===== src/rtl/occ_kl_update_if.sv =====
// Handshake and data bus between the Occ(k-1) fetch stage, this stage, rom_Occ and the next stage.
interface occ_kl_update_if;
    localparam int unsigned POS_W  = 5;
    localparam int unsigned ADDR_W = 12;
    localparam int unsigned PAR_W  = 8;
    localparam int unsigned ROM_W  = 32;

    // upstream parameter set
    logic              in_valid;
    logic              in_ready;
    logic [POS_W-1:0]  position;
    logic [ADDR_W-1:0] addr;
    logic [PAR_W-1:0]  i_in;
    logic [PAR_W-1:0]  z_in;
    logic [PAR_W-1:0]  k_in;
    logic [PAR_W-1:0]  l_in;
    logic [PAR_W-1:0]  data_1;

    // rom_Occ port
    logic              ce_rom_Occ;
    logic [PAR_W-1:0]  addr_rom_Occ;
    logic [ROM_W-1:0]  data;

    // downstream parameter set
    logic              out_valid;
    logic              out_ready;
    logic [POS_W-1:0]  position_out;
    logic [ADDR_W-1:0] addr_out;
    logic [PAR_W-1:0]  i_out;
    logic [PAR_W-1:0]  z_out;
    logic [PAR_W-1:0]  k_out;
    logic [PAR_W-1:0]  l_out;
    logic              empty_out;

    modport slave (
        input  in_valid, position, addr, i_in, z_in, k_in, l_in, data_1,
        input  data, out_ready,
        output in_ready, ce_rom_Occ, addr_rom_Occ,
        output out_valid, position_out, addr_out, i_out, z_out, k_out, l_out, empty_out
    );

    modport master (
        output in_valid, position, addr, i_in, z_in, k_in, l_in, data_1,
        output data, out_ready,
        input  in_ready, ce_rom_Occ, addr_rom_Occ,
        input  out_valid, position_out, addr_out, i_out, z_out, k_out, l_out, empty_out
    );
endinterface


===== src/rtl/occ_kl_update.sv =====
// Backward-extension SA interval update: k' = C(b)+Occ(b,k-1)+1, l' = C(b)+Occ(b,l).
module occ_kl_update #(
    parameter logic [7:0] C_A = 8'd1,
    parameter logic [7:0] C_C = 8'd5,
    parameter logic [7:0] C_G = 8'd9,
    parameter logic [7:0] C_T = 8'd13
) (
    input logic             clk,
    input logic             rst,
    occ_kl_update_if.slave  bus
);
    localparam int unsigned POS_W = 5;
    localparam int unsigned PAR_W = 8;
    localparam int unsigned SUM_W = PAR_W + 1;

    // position codes; insertions then deletions, each in A,C,G,T order
    localparam logic [POS_W-1:0] POS_A_INS = 5'd9;
    localparam logic [POS_W-1:0] POS_T_DEL = 5'd16;

    typedef enum logic [2:0] {IDLE, FETCH, CAPTURE, CALC, DONE} state_t;

    state_t           state;
    logic [1:0]       base_q;
    logic [PAR_W-1:0] d1_q;
    logic [PAR_W-1:0] occ_l_q;

    logic             is_indel_c;
    logic [1:0]       base_in_c;
    logic [PAR_W-1:0] c_b_c;
    logic [PAR_W-1:0] occ_byte_c;
    logic [PAR_W-1:0] occ_k_c;
    logic [SUM_W-1:0] k9_c;
    logic [SUM_W-1:0] l9_c;

    // decode incoming position into indel flag and base index
    always_comb begin
        is_indel_c = 1'b0;
        base_in_c  = 2'd0;
        if (bus.position >= POS_A_INS && bus.position <= POS_T_DEL) begin
            is_indel_c = 1'b1;
            base_in_c  = 2'(bus.position - POS_A_INS);
        end
    end

    // C(b) lookup, Occ byte select and 9-bit interval sums
    always_comb begin
        case (base_q)
            2'd0:    c_b_c = C_A;
            2'd1:    c_b_c = C_C;
            2'd2:    c_b_c = C_G;
            default: c_b_c = C_T;
        endcase
        case (base_q)
            2'd0:    occ_byte_c = bus.data[7:0];
            2'd1:    occ_byte_c = bus.data[15:8];
            2'd2:    occ_byte_c = bus.data[23:16];
            default: occ_byte_c = bus.data[31:24];
        endcase
        // k==0 means k-1 wrapped, so Occ(b,k-1) is taken as zero
        occ_k_c = (bus.k_out == '0) ? '0 : d1_q;
        k9_c    = SUM_W'(c_b_c) + SUM_W'(occ_k_c) + SUM_W'(1);
        l9_c    = SUM_W'(c_b_c) + SUM_W'(occ_l_q);
    end

    // control FSM with registered outputs; parameter set latched straight into output regs
    always_ff @(posedge clk) begin
        if (rst) begin
            state            <= IDLE;
            base_q           <= '0;
            d1_q             <= '0;
            occ_l_q          <= '0;
            bus.in_ready     <= 1'b0;
            bus.ce_rom_Occ   <= 1'b0;
            bus.addr_rom_Occ <= '0;
            bus.out_valid    <= 1'b0;
            bus.position_out <= '0;
            bus.addr_out     <= '0;
            bus.i_out        <= '0;
            bus.z_out        <= '0;
            bus.k_out        <= '0;
            bus.l_out        <= '0;
            bus.empty_out    <= 1'b0;
        end else begin
            case (state)
                IDLE: begin
                    bus.in_ready <= 1'b1;
                    if (bus.in_valid && bus.in_ready) begin
                        bus.in_ready     <= 1'b0;
                        bus.position_out <= bus.position;
                        bus.addr_out     <= bus.addr;
                        bus.i_out        <= bus.i_in;
                        bus.z_out        <= bus.z_in;
                        bus.k_out        <= bus.k_in;
                        bus.l_out        <= bus.l_in;
                        bus.empty_out    <= 1'b0;
                        d1_q             <= bus.data_1;
                        base_q           <= base_in_c;
                        if (is_indel_c) begin
                            bus.ce_rom_Occ   <= 1'b1;
                            bus.addr_rom_Occ <= bus.l_in;
                            state            <= FETCH;
                        end else begin
                            bus.out_valid <= 1'b1;
                            state         <= DONE;
                        end
                    end
                end
                FETCH: begin
                    bus.ce_rom_Occ <= 1'b0;
                    state          <= CAPTURE;
                end
                CAPTURE: begin
                    occ_l_q <= occ_byte_c;
                    state   <= CALC;
                end
                CALC: begin
                    bus.k_out     <= k9_c[PAR_W-1:0];
                    bus.l_out     <= l9_c[PAR_W-1:0];
                    bus.empty_out <= k9_c[PAR_W] | l9_c[PAR_W] | (k9_c > l9_c);
                    bus.out_valid <= 1'b1;
                    state         <= DONE;
                end
                DONE: begin
                    if (bus.out_ready) begin
                        bus.out_valid <= 1'b0;
                        bus.in_ready  <= 1'b1;
                        state         <= IDLE;
                    end
                end
                default: state <= IDLE;
            endcase
        end
    end
endmodule


===== src/flat_wrapper.sv =====
// flat-port wrapper written by rule: the top's interface ports become plain ports
module occ_kl_update_flat 
#(
    parameter logic [7:0] C_A = 8'd1,
    parameter logic [7:0] C_C = 8'd5,
    parameter logic [7:0] C_G = 8'd9,
    parameter logic [7:0] C_T = 8'd13
)
  (clk, rst, bus_in_valid, bus_position, bus_addr, bus_i_in, bus_z_in, bus_k_in, bus_l_in, bus_data_1, bus_data, bus_out_ready, bus_in_ready, bus_ce_rom_Occ, bus_addr_rom_Occ, bus_out_valid, bus_position_out, bus_addr_out, bus_i_out, bus_z_out, bus_k_out, bus_l_out, bus_empty_out);
  occ_kl_update_if bus_i ();
  input logic clk;
  input logic rst;
  input wire logic [$bits(bus_i.in_valid)-1:0] bus_in_valid;
  input wire logic [$bits(bus_i.position)-1:0] bus_position;
  input wire logic [$bits(bus_i.addr)-1:0] bus_addr;
  input wire logic [$bits(bus_i.i_in)-1:0] bus_i_in;
  input wire logic [$bits(bus_i.z_in)-1:0] bus_z_in;
  input wire logic [$bits(bus_i.k_in)-1:0] bus_k_in;
  input wire logic [$bits(bus_i.l_in)-1:0] bus_l_in;
  input wire logic [$bits(bus_i.data_1)-1:0] bus_data_1;
  input wire logic [$bits(bus_i.data)-1:0] bus_data;
  input wire logic [$bits(bus_i.out_ready)-1:0] bus_out_ready;
  output wire logic [$bits(bus_i.in_ready)-1:0] bus_in_ready;
  output wire logic [$bits(bus_i.ce_rom_Occ)-1:0] bus_ce_rom_Occ;
  output wire logic [$bits(bus_i.addr_rom_Occ)-1:0] bus_addr_rom_Occ;
  output wire logic [$bits(bus_i.out_valid)-1:0] bus_out_valid;
  output wire logic [$bits(bus_i.position_out)-1:0] bus_position_out;
  output wire logic [$bits(bus_i.addr_out)-1:0] bus_addr_out;
  output wire logic [$bits(bus_i.i_out)-1:0] bus_i_out;
  output wire logic [$bits(bus_i.z_out)-1:0] bus_z_out;
  output wire logic [$bits(bus_i.k_out)-1:0] bus_k_out;
  output wire logic [$bits(bus_i.l_out)-1:0] bus_l_out;
  output wire logic [$bits(bus_i.empty_out)-1:0] bus_empty_out;
  assign bus_i.in_valid = bus_in_valid;
  assign bus_i.position = bus_position;
  assign bus_i.addr = bus_addr;
  assign bus_i.i_in = bus_i_in;
  assign bus_i.z_in = bus_z_in;
  assign bus_i.k_in = bus_k_in;
  assign bus_i.l_in = bus_l_in;
  assign bus_i.data_1 = bus_data_1;
  assign bus_i.data = bus_data;
  assign bus_i.out_ready = bus_out_ready;
  assign bus_in_ready = bus_i.in_ready;
  assign bus_ce_rom_Occ = bus_i.ce_rom_Occ;
  assign bus_addr_rom_Occ = bus_i.addr_rom_Occ;
  assign bus_out_valid = bus_i.out_valid;
  assign bus_position_out = bus_i.position_out;
  assign bus_addr_out = bus_i.addr_out;
  assign bus_i_out = bus_i.i_out;
  assign bus_z_out = bus_i.z_out;
  assign bus_k_out = bus_i.k_out;
  assign bus_l_out = bus_i.l_out;
  assign bus_empty_out = bus_i.empty_out;
  occ_kl_update #(.C_A(C_A), .C_C(C_C), .C_G(C_G), .C_T(C_T)) u_core (.clk(clk), .rst(rst), .bus(bus_i));
endmodule

===== config.mk =====
export PLATFORM = sky130hd
export DESIGN_NAME = occ_kl_update_flat
export DESIGN_NICKNAME = d
export VERILOG_FILES = /design/src/rtl/occ_kl_update_if.sv /design/src/rtl/occ_kl_update.sv /design/src/flat_wrapper.sv
export SDC_FILE = /design/constraint.sdc
export NUM_CORES = 1
export LEC_CHECK = 0
export CORE_AREA = 2 2 104 106
export CTS_CLUSTER_SIZE = 12
export DETAILED_ROUTE_END_ITERATION = 8
export DIE_AREA = 0 0 106 108
export PLACE_DENSITY = 0.84
export SKIP_LAST_GASP = 1
export SYNTH_ARGS = -nofsm -noshare
export SYNTH_HDL_FRONTEND = slang
export SYNTH_SLANG_ARGS = --single-unit

===== constraint.sdc =====
create_clock -name clk -period 2.9 [get_ports clk]
set_input_delay 0.435 -clock clk [delete_from_list [all_inputs] [get_ports clk]]
set_output_delay 0.435 -clock clk [all_outputs]
set_load 0.01 [all_outputs]

==> reports/results.txt, run 1 <==
Slew Viols, Final: 0
CP top delay family: compound AO/OA/AOI/OAI gates
Yosys cell types: 58
CP bufs+invs: 1
FF-to-FF Start: u_core.bus.k_out[5]
ANT cells: 0
Highest metal used: met4
Ratio of cells with drive above 1 in the final layout: 12.1%
Adder-Cell Fraction of Synth Area: 5.77%
Starting Density: 39.4%
Max H-tree Level: 3
Routed wire length: 11,800 µm
FILL cells: 883
Cell row count: 37
Port Buffer Count: 153
Routed Antenna Nets: 0
Largest net degree at the start of global routing: 48
Largest family of logic cells by synthesized area: simple AND/OR/NAND/NOR gates
First-pass GRT wire length: 19,300 µm
Failing checks: setup timing
Hold Path Origin: u_core.bus.i_out[7]
Routability Congestion: 0.939
Num CTS Buffers: 9
TritonCTS clock tree: done
Worst slew margin: 32.5%
Critical path peak fanout: 4
Register area share after synthesis: 40.7%
Worst hold-check path type: register to register
Total gr overflow: 0
Yosys warns: 0
WL met1: 4740 µm
Critical path required time: 3100 ps
Worst skew pair latency: 360 ps
PwrDens: 484 mW/mm²
Dpl hpwl: 9130 µm
Multi-input logic area: 0.00222 mm²
Met3 WL post-DR: 885 µm
R2R Setup Slk: -260 ps
Cells after synthesis: 475
Synth Flop Type: dfxtp_1
Leak pwr: 2.19 nW
Period minus WS final: 3160 ps
Core ar.: 0.0102 mm²
Nets: 737
Worst Setup Start Kind: register
Number of flops mapped to enable cells by yosys: 0
Syn avg cell area: 8.49 µm²
Critical path, cell by cell: nor4_4, nand2_2, and2_4, ha_4, a21oi_2, inv_1, o211ai_2, xor2_2, nor2_1, ha_1, a211o_1, a21oi_1, a221oi_1, a2111oi_2, nor4_1
Total Power: 2.90 mW
Slowest cell delay on critical path: 340 ps
Hold EP: u_core.bus.i_out[7]
Unrepaired setup endpoints after global routing: true
Die height: 108 µm
Fin crit share: 109%
Antenna violations before repair: 0
DRT iter0 DRCs: 243
Sequential Area: 0.00165 mm²
Post-Synth XOR/XNOR Area: 2.39%
Routed vias/inst: 5.24
All-Layer GR Usage: 21.0%
Peak supply drop: 0.000220 V
Worst slew pin tran: 1010 ps
Ports: 154
Core Util, Final: 58.7%
Post-Synth Simple-Gate Area: 22.1%
Reg2Reg Capture Point: u_core.bus.empty_out
Setup violators final: 1
Worst Setup Slack, final: -263 ps
CTS Buffer Depth: 2
Die Width: 106 µm
DR WL/cell: 15.4 µm
Commonest non-fill, non-tap cells in the layout: 152 x clkdlybuf4s50_1, 121 x nand2_1, 78 x dfxtp_1, 77 x a21oi_1, 21 x buf_4
Multiplexer share of the synthesized area: 4.47%
Post-Syn Area: 0.00404 mm²
Max Cap Viol: 0
Setup CP Type: register to register
Clk root buf: clkbuf_8
Status: complete, but fails checks
First-pass detailed-route iteration total: 5
CP max-delay cell: dfxtp_2
Number of global-route vias before repair: 3,983
Crit end category: register
Worst reg-to-reg path cell count: 15
Wire length on met2: 5830 µm
Arr. time, crit path: 3360 ps
Die ar.: 0.0114 mm²
DRC errors left: 0
Async set-reset flop share out of synthesis: 0%
Vias: 4,011
Final Skew: 7.65 ps
Synth Register Bits: 82
Fin. Hold Viols: 0
CTS Sinks: 82
Mapped Nets: 586
Commonest non-fill, non-tap cell in the layout: clkdlybuf4s50_1
Area grow syn2layout: 48.8%
Clock transition at path regs: 80 ps
Compound-cell area share of the yosys netlist: 18.9%
Fmax: 0.316 GHz
Hold depth: 2
==> metal layers <==
metal / global-route usage [%] / vias up
met2: 36.3 / 172
met4: 10.2 / 0
met3: 4.04 / 29
met5: 0 / -
li1: - / 1953
met1: 25.1 / 1857
==> synthesized netlist by cell type (3+ instances only) <==
cell type  number  share of area (%)
xor2_1          6                1.3
and2_1          3               0.47
nor3_1          3               0.37
buf_4           9                1.7
a21oi_1        79                9.8
ha_1           17                5.3
o21ai_0         3               0.37
a221oi_2        3                1.1
mux4_2          8                4.5
buf_2           8               0.99
inv_1          11                1.0
nor4_1          3               0.47
nor2_1         18                1.7
a31oi_1         5               0.78
clkbuf_1       15                1.4
nand2_1       122                 11
dfxtp_1        82                 41
a22oi_1         7                1.3
nand3_1        16                2.0
nand2b_1        5               0.78
xnor2_1         5                1.1
==> worst min-delay path: stages (launching register included) <==
cell,delay (ps)
dfxtp_1,310
nand2_1,50
a21oi_1,50
==> state kept, by name (all words and copies together) (netlist names) <==
signal	cells
u_core.d1_q	8
u_core.state	3
u_core.bus.addr_out	12
u_core.bus.ce_rom_Occ	1
u_core.bus.z_out	8
u_core.bus.out_valid	1
u_core.bus.i_out	8
u_core.bus.addr_rom_Occ	8
u_core.base_q	2
u_core.occ_l_q	8
u_core.bus.l_out	8
u_core.bus.k_out	8
u_core.bus.in_ready	1
u_core.bus.position_out	5
u_core.bus.empty_out	1
==> timing repair <==
action	4_1_cts	5_1_grt
gates resized for setup	0	1
setup buffers	0	2
setup endpoints to repair	1	1
cloned	0	0
pin swaps	2	2
hold buffers	0	0
==> metrics by stage <==
| stage | setup TNS [ps] | area, µm² | worst slack, ps | hold slack, ps | cells |
|---|---|---|---|---|---|
| floorplan | -52.2 | 4090 | -52.2 | 437 | 475 |
| global placement | -109 | 5740 | -109 | 442 | 749 |
| detailed placement | -266 | 5740 | -266 | 448 | 749 |
| CTS | -275 | 5980 | -275 | 459 | 764 |
| global route | -504 | 6010 | -504 | 480 | 766 |
| finish | -263 | 6010 | -263 | 454 | 766 |
==> logic make-up after synthesis <==
family	Yosys count
and+or+nand+nor	192
xor gates and xnor gates	11
adders and majority gates	18
muxes	8
DFF	82
AOI/OAI and AO/OA	119
buffers and inverters	45
==> how the worst max path moves through the flow <==
| stage | from | slack [ps] | endpoint | depth (start not counted) |
|---|---|---|---|---|
| 4_1_cts | u_core.bus.k_out[1] | -270 | u_core.bus.empty_out | 15 |
| 3_5_place_dp | u_core.bus.k_out[3] | -270 | u_core.bus.empty_out | 15 |
| 6_report | u_core.bus.k_out[5] | -260 | u_core.bus.empty_out | 15 |
| 3_3_place_gp | u_core.bus.k_out[7] | -110 | u_core.bus.empty_out | 15 |
| 5_1_grt | u_core.bus.k_out[5] | -500 | u_core.bus.empty_out | 15 |
| 2_1_floorplan | u_core.bus.k_out[3] | -50 | u_core.bus.empty_out | 15 |
==> power breakdown <==
group	total (mW)	internal (mW)	switching, mW	leakage, nW
Sequential	1.25	1.19	0.0602	0.669
Clock	1.00	0.572	0.429	0.119
Combinational	0.650	0.358	0.292	1.40
Total	2.90	2.12	0.782	2.19
==> layout make-up <==
type	count	share of cell area, %
Timing Repair Buffer	174	28.0
Clock inverter	6	1.94
Tap cell	136	2.83
Multi-Input combinational cell	348	37.0
Clock buffer	9	2.06
Inverter	11	0.688
Sequential cell	82	27.4
Note: power is estimated with default switching activity, not from simulation.
==> run 2, diff against run 1 <==
--- a/config.mk
+++ b/config.mk
@@ -5,11 +5,11 @@
 export SDC_FILE = /design/constraint.sdc
 export NUM_CORES = 1
 export LEC_CHECK = 0
-export CORE_AREA = 2 2 104 106
+export CORE_AREA = 2 2 95 97
 export CTS_CLUSTER_SIZE = 12
 export DETAILED_ROUTE_END_ITERATION = 8
-export DIE_AREA = 0 0 106 108
-export PLACE_DENSITY = 0.84
+export DIE_AREA = 0 0 97 99
+export PLACE_DENSITY_LB_ADDON = 0.08
 export SKIP_LAST_GASP = 1
 export SYNTH_ARGS = -nofsm -noshare
 export SYNTH_HDL_FRONTEND = slang
==> constraint.sdc (replaced) <==
create_clock -name clk -period 3.7 [get_ports clk]
set_input_delay 0.555 -clock clk [delete_from_list [all_inputs] [get_ports clk]]
set_output_delay 0.555 -clock clk [all_outputs]
set_load 0.01 [all_outputs]
==> run 2 against run 1 <==
Against the previous run:
- clock skew increased by 3.9 ps
- clock power decreased by 29%
- non-clock buffer count decreased by 11
- sequential share of layout area increased by 0.73 points
- die area decreased by 16%
- largest power group unchanged
- sequential power decreased by 22%
- wire length decreased by 5.6%
- flip-flop and latch count unchanged
- worst setup slack improved by 520 ps
- largest cell class unchanged
- register-to-register slack improved by 520 ps
- critical endpoint unchanged
- final cell count decreased by 5.1%
- the flow now finishes without violations
==> reports/results.txt, run 2 (same netlist as run 1, synthesis figures left out) <==
DRT iter0 DRCs: 143
Die Width: 97 µm
Port Buffer Count: 153
Routed wire length: 11,100 µm
Hold Path Origin: u_core.bus.addr_out[1]
Die height: 99 µm
Die ar.: 0.00960 mm²
Core ar.: 0.00855 mm²
Routed vias/inst: 5.31
Total Power: 2.18 mW
Period minus WS final: 3450 ps
Number of global-route vias before repair: 3,687
Dpl hpwl: 8220 µm
Critical path, cell by cell: nor4_4, nand2_2, and2_1, ha_1, a21oi_1, inv_1, o211ai_2, xor2_2, nor2_1, ha_1, a211o_1, a21oi_1, a221oi_2, a2111oi_2, nor4_1
CP max-delay cell: nor4_4
Crit end category: register
Max Cap Viol: 0
All-Layer GR Usage: 22.8%
Critical path required time: 3910 ps
Setup CP Type: register to register
Routability Congestion: 0.874
Clk root buf: clkbuf_8
Worst hold-check path type: register to register
Peak supply drop: 0.000197 V
Hold_buf cts: 0
FILL cells: 715
Largest Register: u_core.bus.addr_out
Max H-tree Level: 3
Worst slew pin tran: 941 ps
Arr. time, crit path: 3650 ps
Worst skew pair latency: 350 ps
Sequential Area: 0.00164 mm²
Leak pwr: 2.12 nW
Commonest non-fill, non-tap cells in the layout: 152 x clkdlybuf4s50_1, 121 x nand2_1, 82 x dfxtp_1, 79 x a21oi_1, 18 x nor2_1
Post-DP Area: 0.00557 mm²
Critical Path Start: u_core.bus.k_out[7]
CP bufs+invs: 1
DRC errors left: 0
PwrDens: 374 mW/mm²
Slew Viols, Final: 0
Largest net degree at the start of global routing: 67
Clock transition at path regs: 90 ps
Worst slew margin: 37.0%
Starting Density: 47.2%
Status: finished clean
Antenna violations before repair: 0
Setup violators final: 0
FF-to-FF Start: u_core.bus.k_out[7]
Routed Antenna Nets: 0
Fin. Hold Viols: 0
Total gr overflow: 0
Final Skew: 11.5 ps
Critical path peak fanout: 6
Nets: 726
Ports: 154
Ratio of cells with drive above 1 in the final layout: 9.05%
Area grow syn2layout: 44.6%
DR WL/cell: 15.3 µm
Multi-input logic area: 0.00220 mm²
Fin crit share: 93.1%
Dpl ws: 130 ps
CTS Sinks: 82
Commonest non-fill, non-tap cell in the layout: clkdlybuf4s50_1
Unrepaired setup endpoints after global routing: false
CP top delay family: compound AO/OA/AOI/OAI gates
Vias: 3,860
Worst Setup Slack, final: 255 ps
Fmax: 0.290 GHz
First-pass detailed-route iteration total: 4
Cell row count: 34
Max reg flops: 12
TritonCTS clock tree: done
ANT cells: 0
First-pass GRT wire length: 17,900 µm
Slowest cell delay on critical path: 400 ps
Design Area, Final: 0.00583 mm²
Sum Neg Setup Slack: 0 ps
CTS Buffer Depth: 2
Num CTS Buffers: 9
Worst Setup Start Kind: register
run 2: cell count changes in the layout (fill, tap and decap cells not counted), moves of 2 or more:
cell / delta
buf_4: -11
dfxtp_1: +4
dfxtp_2: -4
a21oi_1: +2
a21oi_2: -2
and2_1: +2
and2_4: -2
clkinv_4: -2
run 2: power breakdown:
| part | switching (mW) | total (mW) | internal [mW] |
|---|---|---|---|
| combinational | 0.223 | 0.490 | 0.267 |
| clock | 0.332 | 0.711 | 0.379 |
| sequential | 0.0450 | 0.979 | 0.934 |
run 2: metal layers:
metal  wire (µm)  track usage [%]  vias up
met2        5400             37.7      108
li1            -                -     1929
met5           0                0        -
met1        5020             29.6     1806
met3         538             4.89       17
met4         194             8.34        0
run 2: what timing repair did:
item                       in CTS  in global routing
setup endpoints to repair       0                  1
resized for setup               0                  5
buffers inserted                0                  2
run 2: per-stage QoR:
stage                     util, %  cells  hold slack, ps
after floorplan                 -    475             432
after global placement       65.1    710             441
after detailed placement     65.1    710             447
after CTS                    67.6    725             459
after global routing         68.2    727             477
final                        68.2    727             455
run 2: path summary, 6_finish.rpt:
path / to / slack [ps] / depth (start not counted)
worst min register to register: u_core.bus.addr_out[1] / 460 / 2
worst min-delay path: u_core.bus.addr_out[1] / 460 / 2
worst max register to register: u_core.bus.empty_out / 250 / 15
worst max-delay path: u_core.bus.empty_out / 250 / 15
run 2: cell type report:
type	instances	area share (%)
Clock inverter	6	1.54
Clock buffer	9	2.12
Timing Repair Buffer	163	27.5
Inverter	11	0.708
Sequential cell	82	28.1
Tap cell	108	2.32
Multi-Input combinational cell	348	37.7
run 2: worst min-delay path: cells and delay by family, from the launching register on:
| kind | cells | cell delay, ps |
|---|---|---|
| AO/OA/AOI/OAI | 1 | 50 |
| flip-flops | 1 | 320 |
| AND/OR/NAND/NOR | 1 | 50 |
==> run 3, diff against run 2 <==
--- a/config.mk
+++ b/config.mk
@@ -5,10 +5,12 @@
 export SDC_FILE = /design/constraint.sdc
 export NUM_CORES = 1
 export LEC_CHECK = 0
-export CORE_AREA = 2 2 95 97
+export CORE_AREA = 2 2 94 96
+export CTS_BUF_LIST = sky130_fd_sc_hd__clkbuf_4
 export CTS_CLUSTER_SIZE = 12
 export DETAILED_ROUTE_END_ITERATION = 8
-export DIE_AREA = 0 0 97 99
+export DIE_AREA = 0 0 96 98
+export HOLD_SLACK_MARGIN = 0.02
 export PLACE_DENSITY_LB_ADDON = 0.08
 export SKIP_LAST_GASP = 1
 export SYNTH_ARGS = -nofsm -noshare
==> run 3 against run 2 <==
Against the previous run:
- flip-flop and latch count unchanged
- utilization down 0.13 points
- fmax up 0.19%
- hold slack better by 9.2 ps
- global-route usage up 1.5 points
- sequential share of layout area up 0.34 points
- critical path depth unchanged
- clock power down 14%
- clock skew up 4.3 ps
- final cell count down 0.14%
- power down 5.3%
- largest cell class unchanged
==> reports/results.txt, run 3 (same netlist as run 1, synthesis figures left out) <==
Status: finished clean
Fin crit share: 92.9%
Ports: 154
Inst Count DP: 710
Hold EP: u_core.bus.addr_out[0]
CTS Sinks: 82
PwrDens: 358 mW/mm²
Total Power: 2.06 mW
Worst Setup Slack, final: 261 ps
Die Width: 96 µm
Max H-tree Level: 3
FF-to-FF Start: u_core.bus.k_out[7]
Post-CTS Setup Inserts: 0
Commonest non-fill, non-tap cells in the layout: 152 x clkdlybuf4s50_1, 120 x nand2_1, 82 x dfxtp_1, 78 x a21oi_1, 18 x nor2_1
Reg2Reg Capture Point: u_core.bus.empty_out
Max reg flops: 12
Peak supply drop: 0.000199 V
Number of gates resized after CTS: 0
Die height: 98 µm
WP depth: 15
Critical Path Most Common Cell: ha_1
Fin. Hold Viols: 0
Nets: 724
Dpl hpwl: 8550 µm
Final Skew: 15.9 ps
Num CTS Buffers: 9
DRT iter0 DRCs: 126
Leak pwr: 2.09 nW
Clock transition at path regs: 140 ps
Cell row count: 34
Area grow syn2layout: 42.9%
Clk root buf: clkbuf_4
Hold depth: 2
Worst slew pin tran: 1020 ps
Vias: 3,854
Die ar.: 0.00941 mm²
Clock power share: 29.5%
Routed vias/inst: 5.31
All-Layer GR Usage: 24.3%
First-pass GRT wire length: 18,100 µm
Critical Path Start: u_core.bus.k_out[7]
Crit end category: register
Sequential share of power: 47.6%
Combinational group share of total power: 23.0%
Commonest non-fill, non-tap cell in the layout: clkdlybuf4s50_1
Core ar.: 0.00847 mm²
Switch share: 28.6%
ANT cells: 0
Fmax: 0.291 GHz
DRC errors left: 0
NetSw: 0.591 mW
Hold slack final: 465 ps
Arr. time, crit path: 3720 ps
Critical path required time: 3980 ps
First-pass detailed-route iteration total: 4
Critical path, cell by cell: nor4_4, nand2_2, and2_1, ha_1, a21oi_2, inv_1, o211ai_2, xor2_1, nor2_1, ha_1, a211o_1, a21oi_1, a221oi_1, a2111oi_2, nor4_1
Period minus WS final: 3440 ps
Int Pwr: 1.47 mW
Slew Viols, Final: 0
Worst skew pair latency: 430 ps
Worst hold-check path type: register to register
Slowest cell delay on critical path: 380 ps
Worst reg-to-reg path cell count: 15
Sum Neg Setup Slack: 0 ps
R2R Setup Slk: 260 ps
Hold Path Origin: u_core.bus.addr_out[0]
Ratio of cells with drive above 1 in the final layout: 8.74%
Critical path peak fanout: 8
CP bufs+invs: 1
CP max-delay cell: dfxtp_1
Number of global-route vias before repair: 3,738
Total gr overflow: 0
Setup CP Type: register to register
Hold_buf cts: 0
Starting Density: 47.7%
CTS Buffer Depth: 2
CP top delay family: compound AO/OA/AOI/OAI gates
Port Buffer Count: 153
DR WL/cell: 15.3 µm
Largest Register: u_core.bus.addr_out
Worst slew margin: 31.7%
Setup violators final: 0
TritonCTS clock tree: done
Antenna violations before repair: 0
Non-Filler Instances: 726
Routed wire length: 11,100 µm
Max Cap Viol: 0
Worst Setup Start Kind: register
Largest net degree at the start of global routing: 40
Unrepaired setup endpoints after global routing: false
Dpl ws: 156 ps
Routed Antenna Nets: 0
Routability Congestion: 0.860
run 3: tightest hold or removal path, delay by kind of cell (launching register included):
kind	cells	cell delay, ps
flops	1	330
compound gates	1	50
simple gates	1	50
run 3: stage by stage:
step	util, %	area, µm²
6_report	68.1	5760
3_3_place_gp	65.8	5570
2_1_floorplan	-	4040
4_1_cts	67.8	5740
5_1_grt	68.1	5760
3_5_place_dp	65.8	5570
run 3: power groups by stage:
stage / logic (mW) / registers, mW / clock network (mW)
after floorplan: 0.234 / 1.01 / 0
after global placement: 0.462 / 0.996 / 0
after detailed placement: 0.469 / 0.999 / 0
after CTS: 0.471 / 0.980 / 0.621
after global routing: 0.519 / 0.990 / 0.657
final: 0.474 / 0.982 / 0.608
run 3: how the worst max path moves through the flow:
stage                           end  slack [ps]
6_report       u_core.bus.empty_out         260
5_1_grt        u_core.bus.empty_out           7
4_1_cts        u_core.bus.empty_out         140
3_5_place_dp   u_core.bus.empty_out         160
3_3_place_gp   u_core.bus.empty_out         220
2_1_floorplan  u_core.bus.empty_out         530
run 3: layer usage:
metal	part of all wire [%]	global-route usage, %	vias up
met5	0	0	-
met4	1.8	7.91	0
met2	48	39.5	133
met1	43	32.1	1778
met3	6.8	4.94	20
li1	-	-	1923
run 3: area by class of cell:
| type | count | area [µm²] |
|---|---|---|
| clock inverters | 7 | 100 |
| flip-flops and latches | 82 | 1640 |
| clock buffers | 9 | 67.6 |
| inverters | 11 | 41.3 |
| multi-input cells | 348 | 2190 |
| repair buffers | 161 | 1590 |
| fillers | 733 | 2700 |
| well taps | 108 | 135 |
